### src/rtl/clock_divider_prog.sv
// Runtime-programmable divider of in_clk: pulse, square or duty-cycle enable,
// a one-cycle tick per period and the live phase counter, all in the in_clk domain.
module clock_divider_prog #(
    parameter int WIDTH        = 17,
    parameter int DEFAULT_DIV  = 100000,
    parameter int DEFAULT_MODE = 1
) (
    input  logic             in_clk,
    input  logic             reset,
    input  logic             enable,
    input  logic             restart,
    input  logic             load,
    input  logic [WIDTH-1:0] div_in,
    input  logic [1:0]       mode_in,
    input  logic [WIDTH-1:0] high_in,
    output logic             out_clk,
    output logic             tick,
    output logic [WIDTH-1:0] count,
    output logic             pending
);

    typedef enum logic [1:0] {
        MODE_PULSE  = 2'd0,
        MODE_SQUARE = 2'd1,
        MODE_DUTY   = 2'd2
    } mode_t;

    localparam logic [WIDTH-1:0] ONE      = WIDTH'(1);
    localparam logic [WIDTH-1:0] TWO      = WIDTH'(2);
    localparam logic [WIDTH-1:0] RST_DIV  = WIDTH'(DEFAULT_DIV);
    localparam logic [WIDTH-1:0] RST_HIGH = RST_DIV >> 1;
    localparam mode_t            RST_MODE = mode_t'(2'(DEFAULT_MODE));

    logic [WIDTH-1:0] act_n;
    logic [WIDTH-1:0] act_h;
    mode_t            act_mode;
    logic [WIDTH-1:0] shd_n;
    logic [WIDTH-1:0] shd_h;
    mode_t            shd_mode;
    logic [WIDTH-1:0] ld_n;
    logic [WIDTH-1:0] ld_h;
    mode_t            ld_mode;
    logic [WIDTH-1:0] last;
    logic             at_wrap;
    logic             next_out;

    always_comb begin
        ld_n    = (div_in < TWO) ? TWO : div_in;
        ld_h    = (high_in > ld_n) ? ld_n : high_in;
        ld_mode = (mode_in == 2'd3) ? MODE_SQUARE : mode_t'(mode_in);
    end

    // A counter left above the new period after reconfiguration wraps on its next step.
    assign last    = act_n - ONE;
    assign at_wrap = (count >= last);

    always_comb begin
        case (act_mode)
            MODE_PULSE: next_out = (count == last);
            MODE_DUTY:  next_out = (count >= act_n - act_h);
            default:    next_out = (count >= act_n - (act_n >> 1));
        endcase
    end

    always_ff @(posedge in_clk) begin
        if (reset) begin
            count    <= '0;
            out_clk  <= 1'b0;
            tick     <= 1'b0;
            pending  <= 1'b0;
            act_n    <= RST_DIV;
            act_h    <= RST_HIGH;
            act_mode <= RST_MODE;
            shd_n    <= RST_DIV;
            shd_h    <= RST_HIGH;
            shd_mode <= RST_MODE;
        end else if (restart) begin
            count   <= '0;
            out_clk <= 1'b0;
            tick    <= 1'b0;
            pending <= 1'b0;
            if (load) begin
                act_n    <= ld_n;
                act_h    <= ld_h;
                act_mode <= ld_mode;
            end else if (pending) begin
                act_n    <= shd_n;
                act_h    <= shd_h;
                act_mode <= shd_mode;
            end
        end else begin
            if (load) begin
                shd_n    <= ld_n;
                shd_h    <= ld_h;
                shd_mode <= ld_mode;
                pending  <= 1'b1;
            end
            if (enable) begin
                out_clk <= next_out;
                if (at_wrap) begin
                    count <= '0;
                    tick  <= 1'b1;
                    // A load landing on the wrap goes live directly, bypassing the shadow.
                    if (load) begin
                        act_n    <= ld_n;
                        act_h    <= ld_h;
                        act_mode <= ld_mode;
                        pending  <= 1'b0;
                    end else if (pending) begin
                        act_n    <= shd_n;
                        act_h    <= shd_h;
                        act_mode <= shd_mode;
                        pending  <= 1'b0;
                    end
                end else begin
                    count <= count + ONE;
                    tick  <= 1'b0;
                end
            end else begin
                tick <= 1'b0;
            end
        end
    end

endmodule
### config.mk
export PLATFORM = sky130hd
export DESIGN_NAME = clock_divider_prog
export DESIGN_NICKNAME = d
export VERILOG_FILES = /design/src/rtl/clock_divider_prog.sv
export SDC_FILE = /design/constraint.sdc
export NUM_CORES = 1
export LEC_CHECK = 0
export CELL_PAD_IN_SITES_DETAIL_PLACEMENT = 1
export CELL_PAD_IN_SITES_GLOBAL_PLACEMENT = 1
export CORE_UTILIZATION = 49
export DETAILED_ROUTE_END_ITERATION = 6
export GPL_TIMING_DRIVEN = 0
export PLACE_DENSITY_LB_ADDON = 0.1
export SLEW_MARGIN = 10
export SYNTH_ARGS = -nofsm -noshare
export SYNTH_HDL_FRONTEND = slang
export SYNTH_SLANG_ARGS = --single-unit
### constraint.sdc
create_clock -name in_clk -period 10.5 [get_ports in_clk]
set_clock_uncertainty 0.15 [all_clocks]
set_input_delay 2.625 -clock in_clk [delete_from_list [all_inputs] [get_ports in_clk]]
set_output_delay 2.625 -clock in_clk [all_outputs]
set_load 0.01 [all_outputs]
# Yosys cells after proc, flatten, opt, wreduce, memory -nomap -nowiden
# Cells that the tools add are included.
[totals]
ff_bits = 92
in_bits = 41
out_inout_bits = 20
[op_classes]
n_addsub = 4
order_cmp = 5
eq_ne = 3
n_mux = 26
bitwise_logic = 2
n_reduce_logical = 7
[op_table]
columns = ["op", "n"]
rows = [
  ["17-bit 2-to-1 mux", 13],
  ["17-bit greater-or-equal comparator", 3],
  ["17-bit by 1-bit adder with 17-bit output, second input constant", 1],
  ["17-bit == test", 1],
  ["17-bit greater-than comparator", 1],
  ["17-bit by 2-bit less-than comparator with 1-bit output, second input constant", 1],
  ["17-bit by 1-bit subtractor with 17-bit output, second input constant", 1],
  ["17-bit by 16-bit subtractor with 17-bit output", 1],
  ["17-bit subtractor", 1],
  ["2-bit 2-to-1 mux", 6],
  ["1-bit 2-to-1 mux", 6],
  ["2-bit == test, second input constant", 2],
  ["2-bit AND reduction", 2],
  ["2-bit nonzero test", 2],
  ["3-bit OR reduction", 1],
  ["2-bit zero test", 1],
  ["1-bit inverter", 2],
  ["1-bit case mux with 2 select lines", 1],
  ["2-bit OR reduction", 1],
]

# Longest topological paths before layout
[depth]
depth_word = 8
depth_mapped = 21
mapped_depth_nobuf = 20

# Worst setup path before layout
# No wires, ideal clock.
[synth_path]
path_kind = "input -> register"
startpoint = "input port div_in[8]"
endpoint = "register act_h[12]"
arrival_time_ps = 4795
t_required_ps = 10212
setup_slack_ps = 5417
path_stages = 13
n_path_buf = 1
path_cell_list = "nor4_1 -> nand4_1 -> nor2b_1 -> ha_1 -> nand4_1 -> nor2_1 -> nor2_1 -> a21oi_1 -> nor2_1 -> nor2_2 -> buf_4 -> mux2i_1 -> o221ai_1"
[synth_between]
elab_chain_cells = 8
[synth_lines]
columns = ["item", "line_no", "text"]
rows = [
  ["from (decl)", "13", "input logic [WIDTH-1:0] div_in,"],
  ["17-bit by 2-bit less-than comparator with 1-bit output", "48", "ld_n = (div_in < TWO) ? TWO : div_in;"],
  ["17-bit 2-to-1 mux (*)", "48", ""],
  ["17-bit greater-than comparator", "49", "ld_h = (high_in > ld_n) ? ld_n : high_in;"],
  ["17-bit 2-to-1 mux (*)", "49", ""],
  ["17-bit 2-to-1 mux (*)", "82, 104", ""],
  ["17-bit 2-to-1 mux", "100", "if (at_wrap) begin"],
  ["17-bit 2-to-1 mux", "98", "if (enable) begin"],
  ["17-bit 2-to-1 mux (*)", "77", "end else if (restart) begin"],
  ["to (signal assigned)", "84", "act_h <= ld_h;"],
  ["to (signal assigned)", "88", "act_h <= shd_h;"],
  ["to (signal assigned)", "106", "act_h <= ld_h;"],
  ["to (decl)", "35", "logic [WIDTH-1:0] act_h;"],
]
# Every way passes the cells marked *; elsewhere a longest branch is shown, timed or not. The select of a mux whose other input is x is not followed.
# A chain may end at the register's enable or synchronous reset.

# Worst setup path after layout
[layout_path]
startpoint = "input port div_in[2]"
endpoint = "register act_h[3]"
# The elaborated chain is that of the path after synthesis.

==> flow_summary.yaml <==
sta:
  worstMarginPinSlew_ps: 839.2
  slew_violations: 0
  tns_ps: 0
  hold_viol_final: 0
  fin_crit_ps: 6093
  rsz0062_at_grt: "no"
  setup_violations: 0
  max_slew_margin: 0.4406
  max_freq_mhz: 164.1
  fin_crit_sh: 0.5803
setup_path:
  crit_type: "input pin to flip-flop"
  path_max_fanout: 10
  critPathSlowestCell: "clkdlybuf4s50_1"
  startpoint_type: "input pin"
  cp_cell_sequence: "clkdlybuf4s50_1, nor4_1, nand4_1, nor2b_1, ha_1, nand4_1, nor3_1, a32oi_1, o21ai_1, nor2_2, buf_4, mux2i_1, o221ai_1"
  critical_path.max_stage_delay_ps: 560
  crit_path_end_kind: "flip-flop"
  crit_required_ps: 10560
  arrival_ps: 6160
  cp_common_cell: "nand4_1"
floorplan:
  row_count: 44
  die_h_um: 124.1
  die_x_um: 124.1
  core-area_sq_um: 14530
  io_pins: 61
  design.die.area_sq_um: 15400
  initial_core_util: 0.5028
yosys:
  synthTopCellsByArea: "dfxtp_1 25%, ha_1 21%, xnor2_1 5.2%"
  yosys_warnings: 0
  ys_async_sr_fraction: 0
  synth-main-ff-cell: "dfxtp_1"
  synth_edf_count: 0
  syn_area_per_cell_sq_um: 8.370
  yosysTopAreaCellShare: 0.2521
  synth_area_sq_um: 7307
  synth-seq-area-share: 0.2521
  yosys.area.top_type: "dfxtp_1"
  synth_nets: 1038
  ys_ff_latch: 92
  synth.distinct_cells: 57
  synthCells: 873
finish:
  diodes: 0
  final_common_cell: "ha_1"
  final_util: 0.5795
  drive_above_1_share: 0.03161
  mostFrequentLayoutCells: "122 x ha_1, 92 x dfxtp_1, 82 x nor2_1"
  nets: 1109
  fillers: 1790
  syn_to_final_growth_pct: 15.26
power:
  sw_frac_of_total: 0.3521
  p_int_w: 0.0006739
  p_seq_frac: 0.368
  p_per_area_nw_per_um2: 123.5
  cellLeakagePower_nw: 3.605
  p_clk_frac: 0.307
  switchingPower_w: 0.0003663
  ir_drop_v: 0.00008283
  combinationalPowerShare: 0.325
clocking:
  cts_buffer_depth: 2
  cts_hold_buf: 0
  cts_resized: 0
  cts_setup_buffers: 0
  clk_latency_ps: 360
  clkTransAtPathRegs_ps: 70
  cts_buffers: 9
  ctsHtreeMaxLevel: 3
  cts_root_buffer: "clkbuf_16"
  cts_tree: "built"
  cts.sinks: 92
routing:
  vias: 6704
  initialDrtViolationCount: 278
  vias_per_cell: 5.917
  drt-pass1-iter-count: 4
  post_drt_wl_per_cell_um: 20.32
  antenna_left: 0
  drc: 0
  wl_mm: 23.02
global_route:
  antenna_found_initial: 0
  grt_pass1_wl_mm: 36.08
  grt_usage: 0.3121
  grt.overflow.total: 0
  grt_max_degree: 18
  grt_pass1_vias: 7050
place:
  hpwl_mm: 19.12
  place_congestion: 0.9018
  port-buffer-count: 60
run_status:
  status: "complete, no violations"
job:
  cap_violations: 0
worst_hold_path:
  hp-class: "flip-flop to flip-flop"
[final timing paths]
check	from	endpoint	slack, ps	cells past startpoint
setup / recovery	div_in[2]	act_h[3]	4410	13
hold / removal	shd_n[11]	shd_n[11]	310	2
setup reg to reg	act_n[2]	act_h[0]	5310	18
hold reg to reg	shd_n[11]	shd_n[11]	310	2
[power groups by stage]
stage	logic [W]	registers (W)	clock network, W
final	0.000338	0.000382	0.000320
after global routing	0.000374	0.000384	0.000339
after CTS	0.000336	0.000382	0.000327
after detailed placement	0.000332	0.000390	0
after global placement	0.000313	0.000389	0
after floorplan	0.000229	0.000385	0
[logic make-up (layout without fill, tap and decap cells)]
kind of cell,after synthesis,in the layout,synth area share
AOI/OAI and AO/OA,202,202,0.1925
and+or+nand+nor,266,266,0.1759
xor gates and xnor gates,61,61,0.07312
adders and majority gates,124,124,0.2144
DFF,92,92,0.2521
buffers and inverters,99,175,0.05240
muxes,29,29,0.03973
[through the flow]
stage	cell area, sq um	cells	hold slack [ps]	power (W)	setup WS, ps
floorplan	7307	873	285.7	0.0006133	5417
global placement	8138	1117	291.5	0.0007015	4099
detailed placement	8138	1117	297.0	0.0007226	4015
CTS	8422	1133	307.1	0.001045	4402
global route	8422	1133	334.4	0.001097	4253
finish	8422	1133	306.7	0.001040	4407
[metal layers]
metal / track usage / vias to the layer above / part of all wire / wire length, um
li1: - / 3264 / - / -
met1: 0.3479 / 3247 / 0.41 / 9539
met2: 0.5846 / 143 / 0.52 / 11970
met3: 0.04075 / 50 / 0.028 / 649
met4: 0.1376 / 0 / 0.038 / 864
met5: 0 / - / 0 / 0
[cells in the mapped netlist, types with 7 or more instances]
cell and instances:
dfxtp_1 92, a21oi_1 50, a211o_1 8, nor4_1 10, a211oi_1 27, nand3_1 12, o21bai_1 7, nor3_1 25
nand2b_1 8, nand4b_1 11, ha_1 122, inv_1 64, nor2_1 82, o211ai_1 19, nor2b_1 14, xnor2_1 43
nand4_1 17, a21o_1 20, o21ai_0 20, o221ai_1 9, o21ai_1 9, clkbuf_1 23, nand2_1 70, xor2_1 18
mux2i_1 29
[worst max-delay path: cells and delay by family]
family / cells / cell delay (ps)
AO/OA/AOI/OAI: 3 / 480
buffers and inverters: 2 / 880
AND/OR/NAND/NOR: 6 / 1510
adder cells (fa/ha/maj): 1 / 290
multiplexers: 1 / 360
[state kept, by name, summed over array words and instances, names as in the netlist]
register / count
act_h: 17
act_mode: 2
act_n: 17
count: 17
out_clk: 1
pending: 1
shd_h: 17
shd_mode: 2
shd_n: 17
tick: 1
[final cells by class]
cell class	count	area [sq um]	share of cell area
Multi-Input combinational cell	682	5082	0.6035
Sequential cell	92	1842	0.2187
Timing Repair Buffer	60	600.6	0.07131
Inverter	64	240.2	0.02852
Tap cell	184	230.2	0.02734
Clock buffer	10	229.0	0.02719
Buffer	35	142.6	0.01694
Clock inverter	6	55.05	0.006537
(Power assumes the default switching activity.)
